===== src/rtl/uart_pkg.sv =====
// Shared types and helpers for the AXIS UART receive path.
// Latency: n/a (package only).
// Backpressure: n/a (package only).
// Contents: receiver state enum, default oversampling ratio, tick divider calculation.
package uart_pkg;

    localparam int DEFAULT_OVERSAMPLE = 16;

    // PARITY is only reachable when AXIS_UART_RX_PARITY_EN is defined.
    typedef enum logic [2:0] {
        IDLE,
        START,
        DATA,
        PARITY,
        STOP,
        BREAK
    } rx_state_t;

    // Clocks per oversample tick, rounded to nearest.
    function automatic int calc_tick_div(input int clkrate, input int baud, input int oversample);
        return (clkrate + (baud * oversample) / 2) / (baud * oversample);
    endfunction

endpackage


===== src/rtl/uart_baud_tick.sv =====
// Oversample tick generator: one-cycle tick every TICK_DIV clocks.
// Latency: first tick TICK_DIV clocks after the restart cycle.
// Backpressure: none; free-running apart from synchronous restart.
// Ports: clk, rstn (sync active-low), restart (re-phase the divider), tick (1-cycle pulse).
module uart_baud_tick #(
    parameter int TICK_DIV = 27
) (
    input  logic clk,
    input  logic rstn,
    input  logic restart,
    output logic tick
);

    localparam int            CW   = (TICK_DIV > 1) ? $clog2(TICK_DIV) : 1;
    localparam logic [CW-1:0] LAST = CW'(TICK_DIV - 1);

    logic [CW-1:0] cnt;

    always_ff @(posedge clk) begin
        if (!rstn || restart) begin
            cnt <= '0;
        end else if (cnt == LAST) begin
            cnt <= '0;
        end else begin
            cnt <= cnt + CW'(1);
        end
    end

    // Suppressed on the restart cycle so the next tick lands TICK_DIV clocks later.
    assign tick = (cnt == LAST) && !restart;

endmodule


===== src/rtl/axis_uart_rx.sv =====
// UART receiver (8N1, or 8E1 with AXIS_UART_RX_PARITY_EN) presenting words on an AXI-Stream master.
// Latency: m_axis_valid rises one clock after the stop-bit sample cycle.
// Backpressure: one-word holding register; a word completing while it is stalled is dropped and flagged on overrun.
// Ports: clk, rstn (sync active-low), UART_RX (async line, idle high), m_axis_data/valid/ready,
//        frame_err, overrun (and parity_err when AXIS_UART_RX_PARITY_EN is defined), all pulses one cycle wide.
module axis_uart_rx
    import uart_pkg::*;
#(
    parameter int CLKRATE     = 50000000,
    parameter int BAUD        = 115200,
    parameter int WORD_LENGTH = 8,
    parameter int OVERSAMPLE  = DEFAULT_OVERSAMPLE
) (
    input  logic                   clk,
    input  logic                   rstn,
    input  logic                   UART_RX,
    output logic [WORD_LENGTH-1:0] m_axis_data,
    output logic                   m_axis_valid,
    input  logic                   m_axis_ready,
`ifdef AXIS_UART_RX_PARITY_EN
    output logic                   parity_err,
`endif
    output logic                   frame_err,
    output logic                   overrun
);

    localparam int             TICK_DIV = calc_tick_div(CLKRATE, BAUD, OVERSAMPLE);
    localparam int             TW       = $clog2(OVERSAMPLE + 1);
    localparam int             BW       = $clog2(WORD_LENGTH + 1);
    localparam logic [TW-1:0]  HALF_BIT = TW'(OVERSAMPLE / 2);
    localparam logic [TW-1:0]  FULL_BIT = TW'(OVERSAMPLE);
    localparam logic [BW-1:0]  LAST_BIT = BW'(WORD_LENGTH - 1);

    generate
        if (TICK_DIV < 1) begin : g_bad_tick_div
            $error("axis_uart_rx: CLKRATE too low for BAUD*OVERSAMPLE");
        end
        if ((OVERSAMPLE % 2) != 0 || OVERSAMPLE < 8) begin : g_bad_oversample
            $error("axis_uart_rx: OVERSAMPLE must be even and >= 8");
        end
    endgenerate

    // ---------------- line synchroniser and start-edge detect ----------------
    logic       rx_meta, rx_sync, rx_prev, armed, start_edge;
    logic [1:0] fill;

    // The synchroniser resets to 1, so its first real sample could look like a
    // falling edge. 'armed' only rises once a genuine high has been seen, so a
    // line held low through reset is never mistaken for a start bit.
    always_ff @(posedge clk) begin
        if (!rstn) begin
            rx_meta <= 1'b1;
            rx_sync <= 1'b1;
            rx_prev <= 1'b1;
            fill    <= 2'b00;
            armed   <= 1'b0;
        end else begin
            rx_meta <= UART_RX;
            rx_sync <= rx_meta;
            rx_prev <= rx_sync;
            fill    <= {fill[0], 1'b1};
            if (fill[1] && rx_sync) begin
                armed <= 1'b1;
            end
        end
    end

    assign start_edge = armed && rx_prev && !rx_sync;

    // ---------------- tick generator ----------------
    logic tick, restart;

    uart_baud_tick #(
        .TICK_DIV (TICK_DIV)
    ) u_tick (
        .clk     (clk),
        .rstn    (rstn),
        .restart (restart),
        .tick    (tick)
    );

    // ---------------- frame FSM ----------------
    rx_state_t              state, state_nxt;
    logic [TW-1:0]          tick_cnt, tick_cnt_nxt, tick_inc;
    logic [BW-1:0]          bit_cnt, bit_cnt_nxt;
    logic [WORD_LENGTH-1:0] shreg, shreg_nxt;
    logic                   stop_sample, word_ok;
`ifdef AXIS_UART_RX_PARITY_EN
    logic                   par_bit, par_bit_nxt, par_bad;
`endif

    assign tick_inc = tick_cnt + TW'(1);

    always_ff @(posedge clk) begin
        if (!rstn) begin
            state    <= IDLE;
            tick_cnt <= '0;
            bit_cnt  <= '0;
            shreg    <= '0;
`ifdef AXIS_UART_RX_PARITY_EN
            par_bit  <= 1'b0;
`endif
        end else begin
            state    <= state_nxt;
            tick_cnt <= tick_cnt_nxt;
            bit_cnt  <= bit_cnt_nxt;
            shreg    <= shreg_nxt;
`ifdef AXIS_UART_RX_PARITY_EN
            par_bit  <= par_bit_nxt;
`endif
        end
    end

    always_comb begin
        state_nxt    = state;
        tick_cnt_nxt = tick_cnt;
        bit_cnt_nxt  = bit_cnt;
        shreg_nxt    = shreg;
        restart      = 1'b0;
        stop_sample  = 1'b0;
`ifdef AXIS_UART_RX_PARITY_EN
        par_bit_nxt  = par_bit;
`endif
        case (state)
            IDLE: begin
                if (start_edge) begin
                    restart      = 1'b1;
                    tick_cnt_nxt = '0;
                    bit_cnt_nxt  = '0;
                    state_nxt    = START;
                end
            end
            START: begin
                if (tick) begin
                    tick_cnt_nxt = tick_inc;
                    // Mid start bit: a high line here was a glitch.
                    if (tick_inc == HALF_BIT) begin
                        tick_cnt_nxt = '0;
                        state_nxt    = rx_sync ? IDLE : DATA;
                    end
                end
            end
            DATA: begin
                if (tick) begin
                    tick_cnt_nxt = tick_inc;
                    if (tick_inc == FULL_BIT) begin
                        tick_cnt_nxt = '0;
                        shreg_nxt    = {rx_sync, shreg[WORD_LENGTH-1:1]};
                        bit_cnt_nxt  = bit_cnt + BW'(1);
                        if (bit_cnt == LAST_BIT) begin
`ifdef AXIS_UART_RX_PARITY_EN
                            state_nxt = PARITY;
`else
                            state_nxt = STOP;
`endif
                        end
                    end
                end
            end
`ifdef AXIS_UART_RX_PARITY_EN
            PARITY: begin
                if (tick) begin
                    tick_cnt_nxt = tick_inc;
                    if (tick_inc == FULL_BIT) begin
                        tick_cnt_nxt = '0;
                        par_bit_nxt  = rx_sync;
                        state_nxt    = STOP;
                    end
                end
            end
`endif
            STOP: begin
                if (tick) begin
                    tick_cnt_nxt = tick_inc;
                    if (tick_inc == FULL_BIT) begin
                        tick_cnt_nxt = '0;
                        stop_sample  = 1'b1;
                        state_nxt    = rx_sync ? IDLE : BREAK;
                    end
                end
            end
            BREAK: begin
                // Held-low line: stay here so only one frame_err is raised.
                if (rx_sync) begin
                    state_nxt = IDLE;
                end
            end
            default: state_nxt = IDLE;
        endcase
    end

    // ---------------- status pulses ----------------
`ifdef AXIS_UART_RX_PARITY_EN
    assign par_bad    = ^{shreg, par_bit};
    assign parity_err = stop_sample && par_bad;
    assign word_ok    = stop_sample && rx_sync && !par_bad;
`else
    assign word_ok    = stop_sample && rx_sync;
`endif
    assign frame_err  = stop_sample && !rx_sync;
    assign overrun    = word_ok && m_axis_valid && !m_axis_ready;

    // ---------------- output holding register ----------------
    always_ff @(posedge clk) begin
        if (!rstn) begin
            m_axis_valid <= 1'b0;
            m_axis_data  <= '0;
        end else if (word_ok && (!m_axis_valid || m_axis_ready)) begin
            m_axis_valid <= 1'b1;
            m_axis_data  <= shreg;
        end else if (m_axis_valid && m_axis_ready) begin
            m_axis_valid <= 1'b0;
        end
    end

endmodule

===== config.mk =====
export PLATFORM = sky130hd
export DESIGN_NAME = axis_uart_rx
export DESIGN_NICKNAME = d
export VERILOG_FILES = /design/src/rtl/uart_pkg.sv /design/src/rtl/uart_baud_tick.sv /design/src/rtl/axis_uart_rx.sv
export SDC_FILE = /design/constraint.sdc
export NUM_CORES = 1
export LEC_CHECK = 0
export ABC_CLOCK_PERIOD_IN_PS = 2200
export CORE_ASPECT_RATIO = 0.7
export CORE_UTILIZATION = 60
export CTS_BUF_LIST = sky130_fd_sc_hd__clkbuf_8
export CTS_CLUSTER_DIAMETER = 40
export DETAILED_ROUTE_END_ITERATION = 8
export GPL_TIMING_DRIVEN = 1
export HOLD_SLACK_MARGIN = 0.06
export PLACE_DENSITY = 0.86
export SETUP_SLACK_MARGIN = 0.2
export SLEW_MARGIN = 20
export SYNTH_ARGS = -nofsm -noshare
export SYNTH_HDL_FRONTEND = slang
export SYNTH_SLANG_ARGS = --single-unit

===== constraint.sdc =====
create_clock -name clk -period 2.2 [get_ports clk]
set_input_delay 0.44 -clock clk [delete_from_list [all_inputs] [get_ports clk]]
set_output_delay 0.44 -clock clk [all_outputs]
set_load 0.005 [all_outputs]

=== Yosys cells after proc, flatten, opt, wreduce, memory -nomap -nowiden ===
Index checks and enable logic that the tools add are counted.

* Register bits after elaboration: 40
* Input bits: 4
* Output and inout port bits: 11
* Logic and storage cells: 91

* Add/subtract/negate cells: 3
* Equal/unequal tests: 18
* Muxes and demuxes: 30
* Reduce and logical (&&, ||, !) cells: 27

{| class="wikitable"
|+ Operators by type and width
! kind !! count
|-
| two-way mux 3 bit || 10
|-
| two-way mux 5 bit || 5
|-
| inequality test 2 bit (second input constant) || 9
|-
| case mux 3 bit (5 select lines) || 1
|-
| case mux 5 bit (3 select lines) || 1
|-
| two-way mux 4 bit || 3
|-
| adder 5 x 1 -> 5 bit (second input constant) || 2
|-
| == test 5 bit (second input constant) || 2
|-
| logical AND 1 bit || 10
|-
| AND reduction 9 bit || 1
|-
| two-way mux 1 bit || 8
|-
| case mux 4 bit (2 select lines) || 1
|-
| AND reduction 4 bit || 2
|-
| == test 3 bit (second input constant) || 2
|-
| == test 5 x 4 -> 1 bit (second input constant) || 1
|-
| logical NOT 1 bit || 5
|-
| adder 4 x 1 -> 4 bit (second input constant) || 1
|-
| == test 4 x 3 -> 1 bit (second input constant) || 1
|-
| nonzero test 2 bit || 2
|-
| OR reduction 2 bit || 2
|-
| == test 3 x 1 -> 1 bit (second input constant) || 1
|-
| == test 3 x 2 -> 1 bit (second input constant) || 1
|-
| logical NOT 3 bit || 1
|-
| AND reduction 3 bit || 1
|-
| 4 further kinds || 5
|}

=== Logic depth before layout (Yosys ltp) ===
Gate-level depths: netlist of run 1.

* Word-level depth: 11
* Mapped depth: 8
* Mapped depth without buffers: 7

=== Modules after synthesis ===
Synthesis of run 1 repeated with hierarchy kept, for this count alone.

* Cells, all modules: 212
* Area total of the unflattened synthesis: 1854.3 um2

{| class="wikitable"
|+ Modules (own cells, without submodules)
! module !! instances !! cells each !! area an instance (um2) !! seq. area each (um2)
|-
| axis_uart_rx || 1 || 191 || 1646.6 || 700.7
|-
| uart_baud_tick || 1 || 21 || 207.7 || 100.1
|}

=== Least setup slack after synthesis of run 1 ===
OpenSTA, ideal clock, no wires.

* Path kind: register -> output
* Start: reg u_tick.cnt[0]
* End: out overrun
* Arrival time: 1.364 ns
* Required time: 1.760 ns
* Setup slack: 0.396 ns
* Cell stages (with the launch flop): 9
* Path buffers: 1
* Path through: dfxtp_1 -> inv_1 -> ha_1 -> nand4b_4 -> nor2_2 -> and2_1 -> buf_4 -> nand2_1 -> nor2_1

* Word-level cells in the longest chain between the ends: 7

{| class="wikitable"
|+ RTL lines
! item !! line !! source
|-
| start: declaration || uart_baud_tick.sv:17 || <nowiki>logic [CW-1:0] cnt;</nowiki>
|-
| start signal: assignment || uart_baud_tick.sv:25 || <nowiki>cnt <= cnt + CW'(1);</nowiki>
|-
| == test 5 bit || uart_baud_tick.sv:30 || <nowiki>assign tick = (cnt == LAST) && !restart;</nowiki>
|-
| logical AND 1 bit || uart_baud_tick.sv:30 ||
|-
| two-way mux 1 bit || axis_uart_rx.sv:173 || <nowiki>if (tick) begin</nowiki>
|-
| two-way mux 1 bit || axis_uart_rx.sv:124 || <nowiki>case (state)</nowiki>
|-
| logical AND 1 bit || axis_uart_rx.sv:198 || <nowiki>assign word_ok = stop_sample && rx_sync;</nowiki>
|-
| logical AND 1 bit (2 in series) || axis_uart_rx.sv:201 || <nowiki>assign overrun = word_ok && m_axis_valid && !m_axis_ready;</nowiki>
|-
| end: declaration || axis_uart_rx.sv:24 || <nowiki>output logic overrun</nowiki>
|}

No other way between the ends.

=== Worst setup path in the final report of run 1 ===
* Start: reg u_tick.cnt[0]
* End: out frame_err

* Word-level cells in the longest chain between the ends: 5

{| class="wikitable"
|+ RTL lines
! item !! line !! source
|-
| == test 5 bit || uart_baud_tick.sv:30 ||
|-
| logical AND 1 bit || uart_baud_tick.sv:30 ||
|-
| two-way mux 1 bit || axis_uart_rx.sv:173 ||
|-
| two-way mux 1 bit || axis_uart_rx.sv:124 ||
|-
| logical AND 1 bit || axis_uart_rx.sv:200 || <nowiki>assign frame_err = stop_sample && !rx_sync;</nowiki>
|-
| end: declaration || axis_uart_rx.sv:23 || <nowiki>output logic frame_err,</nowiki>
|}

No other way between the ends.

==> run_results.csv, run 1 <==
group,metric,value,unit
yosys,synth_mux_area_share,9.24,%
setup_path,worstPathRequired,1.76,ns
power_and_ir_drop,power-per-cell-area,564,nW/um^2
sta,fin_skew,0.00566,ns
sta,final_hold_viol_count,0,
yosys,synth_cell_types,49,
sta,rsz0062_at_grt,"yes",
global_route,gr-total-overflow,0,
setup_path,critPathCaptureType,"output port",
yosys,synth.avg_cell_area,8.98,sq um
yosys,netlist_instances,217,
global_route,track_usage,32.2,%
layout,num_antenna_cells,0,
layout,area.growth.synth_to_final,28.8,%
clocking,cts_tree,"done",
die,ioPinCount,15,
drt,detailroute.via_count,1941,
yosys,yosys.area_share.simple,30.0,%
yosys,synth_seq_cells,40,
yosys,synth_xor_xnor_area_share,1.80,%
drt,drc,0,
yosys,yosysTopAreaCell,"dfxtp_1",
power_and_ir_drop,power_frac_clock,42.5,%
drt,drtAntennaViolNets,0,
power_and_ir_drop,switchingPower,317,uW
setup_path,critPathLaunchType,"flop",
yosys,ys_top_cells_by_area,"dfxtp_1 (41%), mux2i_1 (9.2%), nand2_1 (6.4%), nand3_1 (3.3%), nor2_1 (2.7%)",
power_and_ir_drop,power,1.42,mW
die,coreArea,2940,sq um
clocking,clk_latency,0.29,ns
place,gp_congestion,0.924,
sta,fin_crit_sh,92.2,%
clocking,clkSlewWorstSetupHoldPaths,0.08,ns
yosys,synth_fa_ha_area_share,2.57,%
sta,drv_slew,0,
sta,clock.fmax,0.493,GHz
yosys,synth_top_area_share,41.1,%
layout,mostFrequentLayoutCell,"dfxtp_1",
die,die_w,70.1,um
power_and_ir_drop,p_leak,1.07,nW
sta,setup_viol,0,
drt,via_per_inst,6.58,
layout,final_cell_mix,"dfxtp_1 (35), nand2_1 (31), buf_4 (27), mux2i_1 (17)",
clocking,clockRootBuffer,"clkbuf_8",
yosys,yosysSeqAreaShare,41.1,%
die,rows,16,
worst_hold_path,hp-class,"reg2reg",
place,portBuffers,14,
layout,num-nets-final,266,
global_route,antenna_found_initial,0,
power_and_ir_drop,cellInternalPower,1.10,mW
clocking,htree_levels,2,
yosys,synth-warning-count,0,
global_route,use_met1,40.7,%
place,dpl_cell_area,2240,sq um
power_and_ir_drop,seqPwrFrac,52.5,%
yosys,synth_top_family_by_area,"simple AND/OR/NAND/NOR gates",
place,post-dp-hpwl,3.45,mm
setup_path,worstSetupPathType,"reg2out",
die,die_h,49.7,um
yosys,synth_flop_cell,"dfxtp_1",
global_route,grt_max_degree,22,
layout,drive_gt1_share,25.1,%
setup_path,cp.arrival,1.59,ns
power_and_ir_drop,vdd_drop_max,0.533,mV
global_route,grt_pass1_vias,1794,
clocking,cts.sinks,40,
sta,slew_headroom,69.6,%
power_and_ir_drop,combPwrFrac,5.0,%
global_route,grt_pass1_wl,8.45,mm
die,die_area,3480,sq um
sta,worst_pin_slew,0.455,ns
sta,setup_tns,0,ns
yosys,mappedNetlistArea,1950,sq um
layout,final_cell_area,2510,sq um
clocking,clockBufferDepth,2,
sta,whs,0.438,ns
setup_path,path_max_fanout,2,
global_route,met2_usage,52.1,%
sta,min_period,2.03,ns
global_route,gr-usage-met3,8.79,%
yosys,async_flop_share,0,%
die,start_util,66.2,%
power_and_ir_drop,switching_share,22.4,%
yosys,synth_edf_count,0,
job,drv_cap,0,
yosys,synth_compound_area_share,12.7,%
yosys,syn_nets,225,
global_route,top_usage_layer,"met2",
status,status,"finished, final reports clean",
drt,routed_wl,5.76,mm
drt,first_pass_iters,6,
clocking,cts_made_buffers,5,
drt,drt_iter0_markers,293,
drt,routedWlPerCell,19.5,um
-- final timing paths --
check                 to  depth (start not counted)  slack [ns]           from
max            frame_err                          7        0.17  u_tick.cnt[0]
min              rx_sync                          1        0.44        rx_meta
max reg2reg  tick_cnt[2]                          6        0.31       state[1]
min reg2reg      rx_sync                          1        0.44        rx_meta
-- timing repair --
item,CTS,global route
resized for setup,25,6
hold buffers,0,0
setup endpoints to repair,2,2
setup buffers,7,2
pin swaps,4,0
-- layout make-up --
cell class	count	area, sq um
flip-flops and latches	40	815
clock inverters	3	42.5
multi-input cells	166	1180
inverters	3	11.3
well taps	36	45.0
repair buffers	42	348
clock buffers	5	68.8
fillers	161	433
-- sequential cells by signal (all words and copies together), names as in the netlist --
register,flops
rx_prev,1
tick_cnt,5
m_axis_valid,1
m_axis_data,8
shreg,8
u_tick.cnt,5
state,3
rx_meta,1
rx_sync,1
fill,2
armed,1
bit_cnt,4
-- stage by stage --
| stage | setup WS, ns | instances | utilization [%] |
|---|---|---|---|
| global placement | 0.113 | 278 | 76.0 |
| finish | 0.171 | 295 | 85.3 |
| detailed placement | 0.00749 | 278 | 76.0 |
| CTS | 0.202 | 293 | 83.6 |
| global route | 0.128 | 295 | 85.3 |
| floorplan | 0.396 | 217 | - |
-- power by group through the flow --
| stage | registers [mW] | clock network (mW) | logic [mW] |
|---|---|---|---|
| floorplan | 0.757 | 0 | 0.0373 |
| global placement | 0.758 | 0 | 0.0578 |
| detailed placement | 0.759 | 0 | 0.0604 |
| CTS | 0.742 | 0.594 | 0.0645 |
| global route | 0.744 | 0.626 | 0.0759 |
| finish | 0.743 | 0.602 | 0.0708 |
-- synthesized netlist by cell type (2+ instances only) --
master	n
o221ai_1	2
mux2i_1	18
nand4b_1	2
ha_1	4
or2_1	2
nand3_1	13
nor2_2	2
nor3_1	2
dfxtp_1	40
buf_2	2
a31oi_1	4
o21ai_1	2
o21ai_0	7
and3_1	4
o211ai_1	3
nor3b_1	3
buf_4	2
xnor2_1	2
nand4_1	5
nor4_1	2
nand2_1	33
nor2_1	14
nand3_4	2
inv_1	2
clkbuf_1	4
and2_1	5
a31o_1	2
or3_1	3
nand2b_1	6
a21oi_1	5
xor2_1	2
-- logic make-up (layout without fill, tap and decap cells) --
family / after synthesis / count (layout)
mux: 18 / 18
simple gates: 105 / 105
xor+xnor: 4 / 4
compound gates: 35 / 35
flops: 40 / 40
buf+inv: 11 / 53
fa+ha+maj: 4 / 4
-- metal layers --
metal	share of wire, %	vias up	routed length [um]
li1	-	868	-
met1	41	905	2390
met2	44	129	2560
met3	9.8	39	564
met4	4.3	0	249
met5	0	-	0
-- worst max-delay path, cell delays in order, from the launching register on --
cell and delay (ns):
dfxtp_2 0.34, inv_2 0.06, ha_4 0.14, nand4b_4 0.12, nor2_4 0.11, and2_4 0.15, and3b_1 0.14, dlygate4sd2_1 0.22
Power figures use the tool's default switching activity.
==> inputs of run 2 (changes only) <==
Settings changed: SLEW_MARGIN 20 to default.
==> results of run 2 <==
Final layout, timing and power as in run 1 (identical DEF).
==> inputs of run 3 (changes only) <==
Settings changed: CORE_ASPECT_RATIO 0.7 to 0.5.
==> run 3 against run 2 <==
Compared with the run above: largest cell class unchanged; hold slack worse by 0.018 ns; total power increased by 1.2%; highest routed layer unchanged; via count down 10%; sequential share of layout area up 0.64 points; setup slack gained 0.0041 ns; global-route usage decreased by 4.4 points; sequential cell count unchanged; clock power rose by 4.0%; critical endpoint is now overrun; largest power group unchanged; sequential power barely moved; critical path type unchanged; combinational power shrank 8.6%; final cell count decreased by 1.0%.
==> run_results.csv, run 3 (synthesis results as in run 1) <==
group,metric,value,unit
clocking,clkSlewWorstSetupHoldPaths,0.08,ns
global_route,grt_pass1_vias,1671,
setup_path,worstPathCellList,"inv_2 > ha_4 > nand4b_4 > nor2_4 > and2_4 > buf_6 > nand2_4 > nor2_1 > buf_2",
setup_path,cp-startpoint,"u_tick.cnt[0]",
sta,setup_viol,0,
die,ioPinCount,15,
die,die_h,42.3,um
sta,worst_pin_slew,0.469,ns
layout,num_antenna_cells,0,
power_and_ir_drop,vdd_drop_max,0.569,mV
place,portBuffers,14,
power_and_ir_drop,p_leak,1.03,nW
clocking,cts_tree,"done",
clocking,clockRootBuffer,"clkbuf_8",
worst_hold_path,min_to,"rx_sync",
clocking,htree_levels,2,
global_route,grt_max_degree,22,
drt,first_pass_iters,4,
layout,largestRegisters,"m_axis_data x8, shreg x8",
setup_path,worstReg2RegEnd,"state[0]",
setup_path,worstSetupPathType,"reg2out",
clocking,clockBufferDepth,2,
sta,final_hold_viol_count,0,
global_route,track_usage,27.8,%
drt,drc,0,
place,gp_congestion,0.834,
die,coreArea,3050,sq um
global_route,gr-total-overflow,0,
layout,num-nets-final,259,
setup_path,cpPeakStageDelay,0.33,ns
worst_hold_path,worstHoldPathCells,1,
sta,clock.fmax,0.494,GHz
drt,via_per_inst,5.97,
layout,final_cell_mix,"dfxtp_1 (35), nand2_1 (31), buf_4 (20), mux2i_1 (17), nor2_1 (14)",
layout,mostFrequentLayoutCell,"dfxtp_1",
sta,rsz0062_at_grt,"yes",
setup_path,worstPathRequired,1.76,ns
place,dp.cells,279,
drt,detailroute.via_count,1743,
clocking,clk_latency,0.29,ns
drt,routedWlPerCell,14.8,um
drt,drtAntennaViolNets,0,
status,status,"finished, final reports clean",
sta,drv_slew,0,
place,post-dp-hpwl,2.87,mm
layout,area.growth.synth_to_final,26.3,%
global_route,grt_pass1_wl,7.38,mm
job,drv_cap,0,
die,die_area,3490,sq um
setup_path,worstReg2RegStart,"u_tick.cnt[0]",
place,dpl_cell_area,2220,sq um
die,start_util,64.0,%
layout,final_cell_area,2460,sq um
setup_path,r2r_setup_slack,0.32,ns
global_route,antenna_found_initial,0,
clocking,cts.sinks,40,
setup_path,critPathLaunchType,"flop",
place,dp_slack,-0.0183,ns
sta,slew_headroom,68.7,%
setup_path,cp.arrival,1.59,ns
sta,fin_crit_sh,92.0,%
drt,drt_iter0_markers,161,
drt,routed_wl,4.32,mm
setup_path,cp_slowest_cell,"dfxtp_2",
setup_path,path_max_fanout,2,
layout,drive_gt1_share,23.0,%
clocking,cts_made_buffers,5,
die,rows,14,
setup_path,reg2reg_depth,9,
setup_path,critPathCaptureType,"output port",
die,die_w,82.6,um
layout,fill_cells,170,
worst_hold_path,hp-start,"rx_meta",
sta,fin_skew,0.00713,ns
power_and_ir_drop,power-per-cell-area,582,nW/um^2
layout,stdcell_count,292,
sta,min_period,2.03,ns
layout,fin_util,80.7,%
sta,fin_ws,0.175,ns
worst_hold_path,hp-class,"reg2reg",
[run 3: changes by cell type in the layout (fill, tap and decap cells not counted), sizes merged]
cell	delta
clkinvlp	-1
clkbuf	+2
dlygate4sd2	-1
buf	-7
[run 3: worst max-delay path by stage]
stage                   end
finish              overrun
detailed placement  overrun
global placement    overrun
CTS                 overrun
global route        overrun
floorplan           overrun
[run 3: power by group]
| group | internal, mW | switching [mW] | total [mW] |
|---|---|---|---|
| Sequential | 0.732 | 0.00988 | 0.742 |
| Clock | 0.371 | 0.255 | 0.626 |
| Combinational | 0.0289 | 0.0358 | 0.0647 |
[run 3: layout make-up]
cell class / count / area (sq um) / area share [%]
Clock buffer: 6 / 82.6 / 3.36
Timing Repair Buffer: 35 / 292 / 11.8
Inverter: 3 / 11.3 / 0.458
Multi-Input combinational cell: 166 / 1170 / 47.6
Clock inverter: 2 / 38.8 / 1.58
Sequential cell: 40 / 815 / 33.1
Tap cell: 40 / 50.0 / 2.03
[run 3: worst max-delay path: cells and delay by family (launching register included)]
family        cells  cell delay, ns
simple gates      5            0.54
fa+ha+maj         1            0.14
flops             1            0.33
buf+inv           3            0.29
[run 3: repair_timing]
| item | 4_1_cts | 5_1_grt |
|---|---|---|
| resized for setup | 25 | 6 |
| setup buffers | 4 | 1 |
| cloned | 0 | 0 |
| hold buffers | 0 | 0 |
| pin swaps | 3 | 3 |
| setup endpoints to repair | 2 | 2 |
[run 3: metal layers]
layer / global-route usage (%) / share of wire, % / vias up
met5: 0 / 0 / -
met4: 9.31 / 0.79 / 0
met3: 7.61 / 5.7 / 6
met2: 44.0 / 48 / 48
met1: 36.7 / 46 / 834
li1: - / - / 855
[run 3: metrics by stage]
step	setup TNS (ns)	power [mW]	hold WS, ns
final	0	1.43	0.420
after global routing	0	1.48	0.453
after CTS	0	1.44	0.423
after detailed placement	-0.0183	0.817	0.402
after global placement	0	0.814	0.402
after floorplan	0	0.795	0.386
